===== src/rtl/mem_seq.sv =====
// Memory access sequencer: one read or write cycle on an asynchronous SRAM
// with programmable wait states. Optional address range rejection: MEMSEQ_RANGE_CHECK_EN.
module mem_seq #(
  parameter int unsigned WAIT_CYCLES = 2,
  parameter logic [15:0] MEM_TOP     = 16'hFFFF
) (
  input  logic        clk,
  input  logic        rst,
  input  logic [15:0] addr,
  input  logic [15:0] wdata,
  input  logic        rd,
  input  logic        wr,
  output logic [15:0] rdata,
  output logic        busy,
  output logic        done,
  output logic        err,
  output logic [15:0] mem_addr,
  output logic [15:0] mem_wdata,
  input  logic [15:0] mem_rdata,
  output logic        mem_ce_n,
  output logic        mem_oe_n,
  output logic        mem_we_n
);

  localparam logic [1:0] ST_IDLE   = 2'd0;
  localparam logic [1:0] ST_SETUP  = 2'd1;
  localparam logic [1:0] ST_ACCESS = 2'd2;
  localparam logic [1:0] ST_DONE   = 2'd3;

  localparam logic [3:0] WaitLoad = 4'(WAIT_CYCLES);

`ifdef MEMSEQ_RANGE_CHECK_EN
  localparam logic RangeCheck = 1'b1;
`else
  localparam logic RangeCheck = 1'b0;
`endif

  logic [1:0]  state_q, state_d;
  logic [3:0]  cnt_q, cnt_d;
  logic        isRead_q, isRead_d;
  logic [15:0] rdata_q, rdata_d;
  logic [15:0] memAddr_q, memAddr_d;
  logic [15:0] memWdata_q, memWdata_d;
  logic        ceN_q, ceN_d;
  logic        oeN_q, oeN_d;
  logic        weN_q, weN_d;
  logic        done_q, done_d;
  logic        err_q, err_d;
  logic        rangeBad;

  assign rangeBad = RangeCheck && (addr > MEM_TOP);

  // Strobes are computed one state ahead so every SRAM control is a flop output.
  always_comb begin
    state_d    = state_q;
    cnt_d      = cnt_q;
    isRead_d   = isRead_q;
    rdata_d    = rdata_q;
    memAddr_d  = memAddr_q;
    memWdata_d = memWdata_q;
    ceN_d      = ceN_q;
    oeN_d      = oeN_q;
    weN_d      = weN_q;
    done_d     = 1'b0;
    err_d      = 1'b0;
    case (state_q)
      ST_IDLE: begin
        if (rd ^ wr) begin
          if (rangeBad) begin
            err_d  = 1'b1;
            done_d = 1'b1;
          end else begin
            memAddr_d  = addr;
            memWdata_d = wdata;
            isRead_d   = rd;
            ceN_d      = 1'b0;
            state_d    = ST_SETUP;
          end
        end else if (rd && wr) begin
          err_d = 1'b1;
        end
      end
      ST_SETUP: begin
        cnt_d   = WaitLoad;
        oeN_d   = ~isRead_q;
        weN_d   = isRead_q;
        state_d = ST_ACCESS;
      end
      ST_ACCESS: begin
        if (cnt_q == 4'd0) begin
          if (isRead_q) begin
            rdata_d = mem_rdata;
          end
          ceN_d   = 1'b1;
          oeN_d   = 1'b1;
          weN_d   = 1'b1;
          done_d  = 1'b1;
          state_d = ST_DONE;
        end else begin
          cnt_d = cnt_q - 4'd1;
        end
      end
      ST_DONE: begin
        state_d = ST_IDLE;
      end
      default: begin
        ceN_d   = 1'b1;
        oeN_d   = 1'b1;
        weN_d   = 1'b1;
        state_d = ST_IDLE;
      end
    endcase
  end

  always_ff @(posedge clk or negedge rst) begin
    if (!rst) begin
      state_q    <= ST_IDLE;
      cnt_q      <= 4'd0;
      isRead_q   <= 1'b0;
      rdata_q    <= 16'h0000;
      memAddr_q  <= 16'h0000;
      memWdata_q <= 16'h0000;
      ceN_q      <= 1'b1;
      oeN_q      <= 1'b1;
      weN_q      <= 1'b1;
      done_q     <= 1'b0;
      err_q      <= 1'b0;
    end else begin
      state_q    <= state_d;
      cnt_q      <= cnt_d;
      isRead_q   <= isRead_d;
      rdata_q    <= rdata_d;
      memAddr_q  <= memAddr_d;
      memWdata_q <= memWdata_d;
      ceN_q      <= ceN_d;
      oeN_q      <= oeN_d;
      weN_q      <= weN_d;
      done_q     <= done_d;
      err_q      <= err_d;
    end
  end

  assign rdata     = rdata_q;
  assign busy      = (state_q != ST_IDLE);
  assign done      = done_q;
  assign err       = err_q;
  assign mem_addr  = memAddr_q;
  assign mem_wdata = memWdata_q;
  assign mem_ce_n  = ceN_q;
  assign mem_oe_n  = oeN_q;
  assign mem_we_n  = weN_q;

endmodule


===== config.mk =====
export PLATFORM = sky130hd
export DESIGN_NAME = mem_seq
export DESIGN_NICKNAME = d
export VERILOG_FILES = /design/src/rtl/mem_seq.sv
export SDC_FILE = /design/constraint.sdc
export NUM_CORES = 1
export LEC_CHECK = 0
export ABC_AREA = 1
export CAP_MARGIN = 10
export CORE_UTILIZATION = 39
export CTS_BUF_LIST = sky130_fd_sc_hd__clkbuf_8
export DETAILED_ROUTE_END_ITERATION = 8
export PLACE_DENSITY = 0.89
export SYNTH_ARGS = -nofsm -noshare
export SYNTH_HDL_FRONTEND = slang
export SYNTH_SLANG_ARGS = --single-unit
export TNS_END_PERCENT = 100

===== constraint.sdc =====
create_clock -name clk -period 1.5 [get_ports clk]
set_clock_uncertainty 0.2 [all_clocks]
set_input_delay 0.15 -clock clk [delete_from_list [all_inputs] [get_ports clk]]
set_output_delay 0.15 -clock clk [all_outputs]
set_load 0.005 [all_outputs]

==> flow_summary.json, run 1 <==
{
  "core_region_area_mm2": 0.00603,
  "instances_no_fill": 492,
  "syn_avg_cell_area_um2": 8.95,
  "finalMaxSlewViolations": 0,
  "yosys_most_used_dff": "dfrtp_1",
  "dpl.cell_count": 464,
  "violations": "setup timing",
  "antenna_left": 0,
  "drc": 0,
  "initial_core_util": 0.412,
  "timing.fmax_mhz": 660,
  "cp.required_ns": 1.52,
  "drtPass1Iterations": 4,
  "synth_top_cell_by_area": "dfrtp_1",
  "dieWidth_um": 81.7,
  "yosysSeqAreaShare": 0.607,
  "clock-root-buffer": "clkbuf_8",
  "arrival_ns": 1.53,
  "cts_buffer_depth": 2,
  "place_congestion": 0.740,
  "cts_tree": "built",
  "finalCritPeriodShare": 1.01,
  "outcome": "complete, but fails checks",
  "synthCells": 277,
  "grt_pass1_vias": 2287,
  "max_cap_viol_count": 0,
  "crit_fanout": 8,
  "grt_use_total": 0.212,
  "yosysUniqueCellTypes": 20,
  "antenna_found_initial": 0,
  "yosys_register_bits": 60,
  "fin_nets": 470,
  "grt_start_max_net_pins": 61,
  "hold_class": "in2async",
  "post-route-util": 0.723,
  "synth_area_leaders": "dfrtp_1 (58%), nand2_1 (23%), nand3_1 (4.8%)",
  "postSynth.asyncResetShare": 1.00,
  "relSlewSlack": 0.797,
  "io_pins": 106,
  "row_count": 28,
  "antennaDiodeCount": 0,
  "fillers": 469,
  "layout-drive-gt1-share": 0.290,
  "clk_latency_ns": 0.33,
  "dpl.hpwl_um": 4400,
  "yosysWarnings": 0,
  "synth.cell_area_mm2": 0.00248,
  "area_growth_pct": 75.8,
  "p_leak_nw": 2.26,
  "crit_type": "reg2reg",
  "final-setup-viol-count": 4,
  "wl_per_cell_um": 14.5,
  "setup_ws_ns": -0.0150,
  "ys_top_cells_by_count": "nand2_1 (153), dfrtp_1 (57), nand3_1 (24)",
  "drt_iter0_drc": 122,
  "r2r_start": "state_q[1]",
  "slowest_stage": "dfrtp_1",
  "rsz0062_at_grt": "true",
  "max_stage_delay_ns": 0.36,
  "via_per_inst": 4.78,
  "synth_edf_count": 0,
  "finalCriticalPeriod_ns": 1.51,
  "vias": 2354,
  "grt_remaining_overflow": 0,
  "cellPowerDensity_mw_per_mm2": 1920,
  "htree_levels": 3,
  "crit_family": "buffers and inverters",
  "netlist.area_leader.share": 0.575,
  "ir_worst_vdd_mv": 1.00,
  "tightest_slew_ns": 0.305,
  "path_cells": "inv_2 -> ha_4 -> buf_6 -> nand2_8 -> clkinv_8 -> clkbuf_16 -> nand2_2 -> nand2_1",
  "clkSlewWorstSetupHoldPaths_ns": 0.06,
  "multi_input_area_mm2": 0.00116,
  "syn_nets": 335,
  "area.sequential_mm2": 0.00151,
  "worstSetupStartpointType": "flip-flop",
  "die_y_um": 81.7,
  "io_buffers": 105,
  "grt_first_pass_wirelength_um": 10500,
  "wl_um": 7130,
  "crit_start": "state_q[1]",
  "synth_most_common_cell": "nand2_1",
  "timing_hold_violations_final": 0,
  "dieArea_mm2": 0.00668,
  "clock-sinks": 60,
  "cts_buffers": 9,
  "endpoint_kind": "flip-flop",
  "cp_num_buf_inv": 4
}
[flip-flops by register name (all words and copies together) (netlist names)]
| register | cells |
|---|---|
| mem_we_n | 1 |
| rdata | 16 |
| state_q | 2 |
| mem_oe_n | 1 |
| done | 1 |
| mem_wdata | 16 |
| isRead_q | 1 |
| mem_ce_n | 1 |
| err | 1 |
| mem_addr | 16 |
| cnt_q | 4 |
[report_power, final]
part,total (W),internal (W),switching [W]
sequential,0.00285,0.00240,0.000449
combinational,0.00418,0.00216,0.00203
clock,0.00133,0.000726,0.000608
total,0.00837,0.00529,0.00308
[what timing repair did]
action / in CTS / in global routing
pin swaps: 2 / 8
gates cloned: 1 / 3
setup buffers: 5 / 2
endpoints found under the hold margin: 60 / 0
setup endpoints to repair: 83 / 58
resized for setup: 72 / 83
hold buffers: 1 / 0
[tightest hold or removal path, stage by stage]
cell and delay (ns):
dlygate4sd3_1 0.52, buf_2 0.12, buf_12 0.28
[placed cells by master, fill, tap and decap left out, types with 2 or more instances in the layout]
cell / synthesis / final
nand2_1: 153 / 105
dfrtp_1: 57 / 57
dlygate4sd2_1: 0 / 52
clkdlybuf4s50_1: 0 / 50
nand2_2: 1 / 36
nand3_1: 24 / 22
buf_4: 0 / 14
nand2_4: 0 / 12
clkbuf_8: 0 / 12
inv_2: 0 / 5
buf_6: 2 / 5
buf_12: 0 / 5
inv_1: 8 / 3
ha_4: 0 / 3
clkinv_2: 0 / 3
clkbuf_16: 0 / 3
dfstp_2: 3 / 3
clkinv_8: 0 / 2
a21oi_4: 0 / 2
or2_2: 2 / 2
nand3_2: 0 / 2
nand3b_1: 2 / 2
ha_2: 0 / 2
[worst paths after layout]
kind,end,slack [ns],cells past startpoint
min in group clk,mem_wdata[9],0.16,3
min,err,0.16,3
max reg2reg,mem_addr[9],-0.01,8
max in group asynchronous,mem_ce_n,0.65,3
min reg2reg,mem_ce_n,0.27,2
max,mem_addr[9],-0.01,8
[metal layers]
metal | part of all wire | track usage | up-vias
li1 | - | - | 1127
met1 | 0.40 | 0.252 | 1137
met2 | 0.54 | 0.360 | 76
met3 | 0.042 | 0.0500 | 14
met4 | 0.024 | 0.0982 | 0
met5 | 0 | 0 | -
[area by class of cell]
class / instances / area share
Timing Repair Buffer: 134 / 0.310
Clock buffer: 12 / 0.0379
Sequential cell: 60 / 0.345
Tap cell: 75 / 0.0215
Multi-Input combinational cell: 197 / 0.266
Clock inverter: 4 / 0.00517
Inverter: 10 / 0.0144
[cells by family (layout without fill, tap and decap cells)]
| group | count (synthesis) | in the layout | synth area share |
|---|---|---|---|
| compound gates | 3 | 3 | 0.00605 |
| xor+xnor | 1 | 1 | 0.00353 |
| fa+ha+maj | 6 | 6 | 0.0303 |
| buf+inv | 20 | 160 | 0.0399 |
| flops | 60 | 60 | 0.607 |
| simple gates | 187 | 187 | 0.313 |
[through the flow]
stage               cell area (um2)  hold slack, ns  total power (W)  TNS (ns)  setup slack (ns)
floorplan                      2480          -0.346          0.00429         0           0.00716
global placement               3730         -0.0243          0.00628     -7.39            -0.200
detailed placement             3730         -0.0219          0.00645    -10.17            -0.266
CTS                            4000           0.142          0.00767   -0.0616           -0.0283
global route                   4360           0.160          0.00899     -2.01           -0.0903
finish                         4360           0.158          0.00837   -0.0330           -0.0150
Power figures use the tool's default switching activity.
==> run 2, diff against run 1 <==
Settings changed: CORE_UTILIZATION 39 to 47, PLACE_DENSITY 0.89 to 0.95.
Clock period 1.5 ns to 1.8 ns, I/O delays scaled along.
==> flow_summary.json, run 2 (same netlist as run 1, synthesis figures left out) <==
{
  "layout-drive-gt1-share": 0.0861,
  "outcome": "finished, final reports clean",
  "area_growth_pct": 55.0,
  "wl_per_cell_um": 13.3,
  "dpl.hpwl_um": 4490,
  "cp.required_ns": 1.42,
  "io_pins": 106,
  "multi_input_area_um2": 891,
  "drtPass1Iterations": 4,
  "dieWidth_um": 74.6,
  "arrival_ns": 1.36,
  "met2_usage": 0.397,
  "fin_nets": 449,
  "antennaDiodeCount": 0,
  "slowest_stage": "dfstp_2",
  "rr_endpoint": "mem_oe_n",
  "grt_first_pass_wirelength_um": 9420,
  "row_count": 26,
  "grt_pass1_vias": 2182,
  "relSlewSlack": 0.715,
  "rrSetupSlack_ns": 0.15,
  "grt-busiest-layer": "met2",
  "htree_levels": 3,
  "tns_ns": 0,
  "io_buffers": 105,
  "grt_use_met3": 0.0803,
  "dp_slack_ns": 0.0131,
  "cp_num_buf_inv": 1,
  "vias": 2270,
  "die_y_um": 74.6,
  "design_area_mm2": 0.00384,
  "timing.fmax_mhz": 574,
  "drt_iter0_drc": 129,
  "cts_tree": "built",
  "dieArea_mm2": 0.00557,
  "antenna_found_initial": 0,
  "p_leak_nw": 1.91,
  "drc": 0,
  "via_per_inst": 4.88,
  "path_cells": "clkdlybuf4s50_1",
  "dpl_cell_area_mm2": 0.00362,
  "crit_fanout": 2,
  "final-setup-viol-count": 0,
  "ff2ff_path_depth": 6,
  "grt_use_total": 0.235,
  "critical_path_depth": 1,
  "clock-sinks": 60,
  "hold_class": "in2async",
  "core_region_area_mm2": 0.00511,
  "timing_hold_violations_final": 0,
  "crit_path_end": "mem_we_n",
  "endpoint_kind": "output pin",
  "cellPowerDensity_mw_per_mm2": 1650,
  "cts_buffer_depth": 2,
  "clk_latency_ns": 0.33,
  "clock-root-buffer": "clkbuf_8",
  "area.sequential_mm2": 0.00151,
  "final_cell_mix": "nand2_1 (153), clkdlybuf4s50_1 (103), dfrtp_1 (57)",
  "r2r_start": "state_q[0]",
  "setup_ws_ns": 0.0564,
  "fillers": 361,
  "grt_remaining_overflow": 0,
  "clkSlewWorstSetupHoldPaths_ns": 0.07,
  "cts_buffers": 9,
  "crit_start": "mem_we_n",
  "tightest_slew_ns": 0.428,
  "grt_start_max_net_pins": 34,
  "max_stage_delay_ns": 0.53,
  "finalCriticalPeriod_ns": 1.74,
  "initial_core_util": 0.486,
  "antenna_left": 0,
  "crit_type": "reg2out",
  "met1_usage": 0.268,
  "layout_commonest_cell": "nand2_1",
  "wl_um": 6190,
  "rsz0062_at_grt": "false",
  "ir_worst_vdd_mv": 0.944,
  "place_congestion": 0.727,
  "max_cap_viol_count": 0,
  "worstSetupStartpointType": "flip-flop",
  "finalMaxSlewViolations": 0,
  "p_total_w": 0.00636,
  "crit_family": "flip-flops",
  "finalCritPeriodShare": 0.969
}
run 2: per-layer routing:
layer / share of wire / up-vias
met4: 0.022 / 0
met1: 0.40 / 1077
li1: - / 1084
met5: 0 / -
met3: 0.074 / 11
met2: 0.51 / 98
run 2: final cells by class:
type                       instances  share of cell area
clock buffer                      13              0.0465
clock inverter                     2             0.00228
inverter                          10              0.0104
multi-input combinational        197               0.232
sequential                        60               0.392
tap                               70              0.0228
timing repair buffer             113               0.295
run 2: where the power goes:
group          switching [W]  internal, W
logic                0.00124      0.00158
registers           0.000408      0.00200
clock network       0.000488     0.000635
run 2: stage by stage:
stage	instances	hold slack [ns]	utilization
2_1_floorplan	277	-0.316	-
3_3_place_gp	448	-0.0619	0.710
3_5_place_dp	448	-0.0563	0.710
4_1_cts	465	0.112	0.750
5_1_grt	465	0.133	0.753
6_report	465	0.111	0.753
run 2: how the worst min path moves through the flow:
| stage | startpoint | to | cells after the start |
|---|---|---|---|
| 2_1_floorplan | rst | cnt_q[0] | 0 |
| 3_3_place_gp | rst | mem_addr[11] | 1 |
| 3_5_place_dp | rst | mem_addr[11] | 1 |
| 4_1_cts | rst | mem_addr[14] | 2 |
| 5_1_grt | rst | mem_addr[14] | 2 |
| 6_report | rst | cnt_q[1] | 2 |
run 2: timing repair:
| action | CTS | global route |
|---|---|---|
| setup endpoints to repair | 1 | 3 |
| hold endpoints to repair | 60 | 0 |
| buffers inserted | 1 | 0 |
| hold buffers | 1 | 0 |
| gates resized for setup | 2 | 2 |
==> run 3, diff against run 2 <==
Settings changed: CAP_MARGIN 10 to not set.
==> results of run 3 <==
The final DEF is identical to that of run 2; final timing and power are the same.
